### config.mk
export PLATFORM = sky130hd
export DESIGN_NAME = coo_aggregation
export DESIGN_NICKNAME = d
export VERILOG_FILES = /design/src/rtl/gcn_pkg.sv /design/src/rtl/agg_row_adder.sv /design/src/rtl/coo_aggregation.sv
export SDC_FILE = /design/constraint.sdc
export NUM_CORES = 2
export LEC_CHECK = 0
export BUFFER_PORTS_ARGS = -buffer_cell sky130_fd_sc_hd__buf_2
export CORE_MARGIN = 2
export CORE_UTILIZATION = 45
export DETAILED_ROUTE_END_ITERATION = 16
export PLACE_DENSITY = 0.69
export SETUP_SLACK_MARGIN = 0.05
export SYNTH_ARGS = -nofsm -noshare
export SYNTH_HDL_FRONTEND = slang
export SYNTH_HIERARCHICAL = 1
export SYNTH_SLANG_ARGS = --single-unit
### constraint.sdc
create_clock -name clk -period 9.5 [get_ports clk]
set_input_delay 0.95 -clock clk [delete_from_list [all_inputs] [get_ports clk]]
set_output_delay 0.95 -clock clk [all_outputs]
set_load 0.02 [all_outputs]
### src/rtl/gcn_pkg.sv
// Shared types and defaults for the GCN aggregation datapath.
// Row/matrix layouts match the flat fm_wm/agg_out buses bit for bit.
package gcn_pkg;

    localparam int FEATURE_ROWS    = 6;
    localparam int WEIGHT_COLS     = 3;
    localparam int DOT_PROD_WIDTH  = 16;
    localparam int NUM_OF_NODES    = 6;
    localparam int COO_NUM_OF_COLS = 6;
    localparam int COO_BW          = $clog2(COO_NUM_OF_COLS);
    localparam int MAT_W           = FEATURE_ROWS * WEIGHT_COLS * DOT_PROD_WIDTH;

    typedef logic [WEIGHT_COLS-1:0][DOT_PROD_WIDTH-1:0] row_t;
    typedef row_t [FEATURE_ROWS-1:0] mat_t;
    typedef logic [COO_BW-1:0] node_idx_t;

    typedef enum logic [1:0] {
        IDLE,
        LOAD,
        ACCUM,
        DONE
    } agg_state_e;

    function automatic logic valid_node(node_idx_t idx);
        return (idx != '0) && (int'(idx) <= NUM_OF_NODES);
    endfunction

endpackage

### src/rtl/agg_row_adder.sv
// One row of parallel modulo-2^DOT_PROD_WIDTH adders.
// Carries out of each element are dropped on purpose (wrap-around).
module agg_row_adder
    import gcn_pkg::*;
(
    input  row_t i_a,
    input  row_t i_b,
    output row_t o_sum
);

    for (genvar c = 0; c < WEIGHT_COLS; c++) begin : g_col
        assign o_sum[c] = i_a[c] + i_b[c];
    end

endmodule

### src/rtl/coo_aggregation.sv
// Aggregation stage: agg_out = (A + I) * fm_wm, with A streamed from a
// COO edge list one edge per clock.
module coo_aggregation
    import gcn_pkg::*;
(
    input  logic                  clk,
    input  logic                  reset,
    input  logic                  start,
    input  logic [MAT_W-1:0]      fm_wm_in,
    input  logic [2*COO_BW-1:0]   coo_in,
    output logic [COO_BW-1:0]     coo_address,
    output logic [MAT_W-1:0]      agg_out,
    output logic                  done
);

    localparam node_idx_t LAST = node_idx_t'(COO_NUM_OF_COLS - 1);

    agg_state_e  r_state;
    node_idx_t   r_cnt;
    mat_t        r_agg;

    mat_t        w_fm;
    node_idx_t   w_src;
    node_idx_t   w_dst;
    logic        w_edge_ok;
    node_idx_t   w_si;
    node_idx_t   w_di;
    row_t        w_sum_src;
    row_t        w_sum_dst;
    logic [FEATURE_ROWS-1:0] w_we_src;
    logic [FEATURE_ROWS-1:0] w_we_dst;

    assign w_fm      = fm_wm_in;
    assign agg_out   = r_agg;
    assign w_src     = coo_in[COO_BW-1:0];
    assign w_dst     = coo_in[2*COO_BW-1:COO_BW];
    assign w_edge_ok = valid_node(w_src) && valid_node(w_dst);

    // Row indices are clamped to 0 for padding edges so selects stay in range.
    assign w_si = w_edge_ok ? node_idx_t'(w_src - 1'b1) : '0;
    assign w_di = w_edge_ok ? node_idx_t'(w_dst - 1'b1) : '0;

    // Addends come from fm_wm_in, so edge order never matters.
    agg_row_adder u_add_src (
        .i_a   (r_agg[w_si]),
        .i_b   (w_fm[w_di]),
        .o_sum (w_sum_src)
    );

    agg_row_adder u_add_dst (
        .i_a   (r_agg[w_di]),
        .i_b   (w_fm[w_si]),
        .o_sum (w_sum_dst)
    );

    always_comb begin
        w_we_src = '0;
        w_we_dst = '0;
        for (int r = 0; r < FEATURE_ROWS; r++) begin
            w_we_src[r] = w_edge_ok && (w_si == node_idx_t'(r));
            w_we_dst[r] = w_edge_ok && (w_si != w_di)
                          && (w_di == node_idx_t'(r));
        end
    end

    always_ff @(posedge clk) begin
        if (!reset) begin
            r_state     <= IDLE;
            r_cnt       <= '0;
            r_agg       <= '0;
            coo_address <= '0;
            done        <= 1'b0;
        end else begin
            unique case (r_state)
                IDLE: begin
                    if (start) r_state <= LOAD;
                end
                LOAD: begin
                    r_agg       <= w_fm;
                    coo_address <= '0;
                    r_cnt       <= '0;
                    r_state     <= ACCUM;
                end
                ACCUM: begin
                    for (int r = 0; r < FEATURE_ROWS; r++) begin
                        if (w_we_src[r])
                            r_agg[r] <= w_sum_src;
                        else if (w_we_dst[r])
                            r_agg[r] <= w_sum_dst;
                    end
                    coo_address <= (r_cnt == LAST) ? LAST : node_idx_t'(r_cnt + 1'b1);
                    if (r_cnt == LAST) begin
                        r_state <= DONE;
                    end else begin
                        r_cnt <= node_idx_t'(r_cnt + 1'b1);
                    end
                end
                DONE: begin
                    // done is shown for at least one cycle before start can retire it.
                    if (!done) begin
                        done <= 1'b1;
                    end else if (!start) begin
                        done    <= 1'b0;
                        r_state <= IDLE;
                    end
                end
            endcase
        end
    end

endmodule

==> results.yml <==
clock_network:
  post_cts_buffers: 0
  post_cts_resized: 0
  cts-htree-levels: 2
  worstSkewPairLatency_ns: 0.60
  cts_sinks: 297
  cts_root_buf: "clkbuf_16"
  cts_tree: "built"
  ctsHoldBuffers: 0
  cts_buffers: 40
  clkTransAtPathRegs_ns: 0.06
  clk_path_buf_depth: 3
synthesis:
  synth_nets: 4596
  async_flop_share_pct: 0
  ys_seq_area_share_pct: 18.93
  avgSynthCellArea_um2: 7.495
  ys_types: 79
  syn_area_um2: 31410
  synth-main-ff-cell: "dfxtp_1"
  synth-edff-count: 0
  syn_inst: 4191
  ys_ff_latch: 297
  yosys_warnings: 6
layout:
  drive_above_1_share_pct: 20.87
  layout_common_cells: "buf_2 (585), o21ai_0 (475), a21oi_1 (408), mux2i_1 (345), nand2_1 (310)"
  num-nets-final: 4836
  num-fill-cells: 6749
  final_common_cell: "buf_2"
  area_growth_pct: 14.59
die:
  ioPinCount: 589
  core_area_um2: 68830
  rows: 96
  start_util_pct: 45.64
  die_w_um: 268.2
  die-area_um2: 71930
  die_h_um: 268.2
power:
  combPwrFrac_pct: 60.5
  p_clk_share_pct: 16.4
  leakagePower_nw: 14.67
  power_density_nw_per_um2: 272.9
  p_sw_share_pct: 53.92
  seq_power_share_pct: 23.1
  switchingPower_mw: 5.297
  p_int_mw: 4.526
  ir_drop_mv: 0.2105
global_route:
  grt_pass1_wl_um: 239700
  grt-ovfl-total: 0
  grt_usage_pct: 43.86
  grt_start_max_net_pins: 197
  antenna_found_initial: 19
  grt_pass1_vias: 36420
sta:
  setup_tns_ns: 0
  tightest_slew_ns: 1.118
  hold_viol_final: 0
  fmax_ghz: 0.1387
  relSlewSlack_pct: 25.31
  finClkSkew_ns: 0.02101
  whs_ns: 0.4930
  finalSetupViolCount: 0
  timing.final.crit_share_pct: 75.89
  rsz0062_at_grt: "no"
  finalMaxSlewViolations: 0
  fin_crit_ns: 7.210
setup_path:
  arrival_ns: 7.70
  path_class: "input pin to flop"
  crit-reg2reg-launch: "r_state[0]"
  crit_path_end_kind: "flop"
  r2r_cells: 8
  crit_path_start_kind: "input pin"
  r2r_slack_ns: 5.35
  critical_path_peak_fanout: 83
  r2r-end: "agg_out[62]"
  crit_required_ns: 9.99
detailed_routing:
  routed_wl_um: 166000
  via_count: 39860
  drtIter0Drc: 6860
  wl_per_cell_um: 30.76
  routed_via_density: 7.386
  postRouteAntennaNets: 0
  drc: 0
  dr.pass1.iters: 11
min_path:
  holdCritStartpoint: "coo_address[0]"
  hold_path.class: "flop to flop"
  hold_end: "coo_address[0]"
  holdPathStages: 2
run:
  drv_cap: 0
place:
  port_buffers: 588
  place_congestion: 0.9881
  hpwlAfterDp_um: 105400
run_status:
  status: "finished clean"
-- metrics by stage --
step	power (mW)	utilization [%]	cell area [µm²]	instances	worst slack [ns]
floorplan	5.802	-	31410	4191	3.393
global placement	7.842	50.34	34650	5320	2.189
detailed placement	7.880	50.34	34650	5320	1.989
CTS	9.485	52.27	35980	5391	2.566
global route	10.14	52.29	35990	5396	2.142
finish	9.823	52.29	35990	5397	2.290
-- cells by family after synthesis --
group / after synthesis / share of synthesized area [%]
AOI/OAI and AO/OA: 1652 / 34.09
xor gates and xnor gates: 78 / 2.199
adders and majority gates: 108 / 4.446
buffers and inverters: 514 / 6.377
DFF: 297 / 18.93
muxes: 484 / 16.73
and+or+nand+nor: 1058 / 17.23
-- cell usage after synthesis (all sizes together), types with 4 or more instances --
master	instances	area, µm²
o21ai	477	2391
a21oi	410	2059
clkbuf	382	1434
mux2i	345	3453
nand2	313	1175
dfxtp	297	5946
o31ai	221	1664
nand4	206	1289
mux2	118	1329
nor3	114	575.6
nand2b	107	669.4
ha	102	1276
nand3	99	495.5
o221ai	97	849.6
o2bb2ai	96	840.8
a22oi	95	713.2
buf	84	389.1
nor2	79	296.5
and3	58	364.1
a221o	56	560.5
inv	48	180.2
xnor2	46	402.9
a31oi	36	225.2
a21o	35	262.8
xor2	32	287.8
nor4	30	187.7
o41ai	24	217.7
a222oi	22	220.2
mux4	21	473.0
nor2b	17	106.4
o211ai	13	97.59
a211oi	12	90.09
and2	9	56.30
o21a	8	60.06
fa	6	120.1
a211o	5	43.79
a311oi	5	43.79
or3	5	31.28
a21boi	4	30.03
a221oi	4	41.29
a31o	4	35.03
nand3b	4	30.03
-- power groups by stage --
stage	Sequential (mW)	Combinational [mW]	Clock, mW
floorplan	2.52	3.28	0
global placement	2.25	5.59	0
detailed placement	2.24	5.64	0
CTS	2.22	5.66	1.60
global route	2.29	6.20	1.65
finish	2.27	5.94	1.61
-- state kept, by name, indices dropped and copies added, names as in the netlist --
| signal | flops |
|---|---|
| done | 1 |
| r_cnt | 3 |
| r_state | 2 |
| coo_address | 3 |
| agg_out | 288 |
-- critical path, stage by stage --
cell and delay, ns:
clkbuf_8 0.33, inv_1 0.40, ha_1 0.21, and3b_1 0.22, nor2_4 0.38, buf_4 0.54, nand3_4 0.91, buf_4 0.56
a22oi_1 0.21, a21oi_1 0.06, ha_1 0.26, fa_1 0.41, a21o_1 0.22, a221oi_2 0.58, o21ai_2 0.19, a2111oi_2 0.36
nand3b_1 0.20, nand2b_1 0.19, mux2i_1 0.10, o31ai_1 0.29
-- worst max path at each step --
stage,to,cells after the start,start,slack [ns]
after floorplan,agg_out[126],23,coo_in[0],3.39
after global placement,agg_out[110],20,coo_in[3],2.19
after detailed placement,agg_out[158],20,coo_in[3],1.99
after CTS,agg_out[158],20,coo_in[3],2.57
after global routing,agg_out[63],19,coo_in[3],2.14
final,agg_out[62],20,coo_in[3],2.29
-- per-layer routing --
metal,global-route usage (%),wire [µm],up-vias
met5,0,167,-
met4,27.93,11990,26
met3,14.68,25210,863
met2,63.04,68030,3739
met1,55.93,60630,18500
li1,-,-,16740
-- cell type report --
| type | count | area (µm²) | area share, % |
|---|---|---|---|
| sequential | 297 | 5946 | 16.52 |
| antenna | 6 | 15.01 | 0.04172 |
| clock buffer | 58 | 1200 | 3.334 |
| inverter | 48 | 180.2 | 0.5006 |
| timing repair buffer | 664 | 3603 | 10.01 |
| multi-input combinational | 3380 | 23750 | 65.99 |
| clock inverter | 13 | 130.1 | 0.3615 |
| tap | 931 | 1165 | 3.236 |
Power figures use the tool's default switching activity.
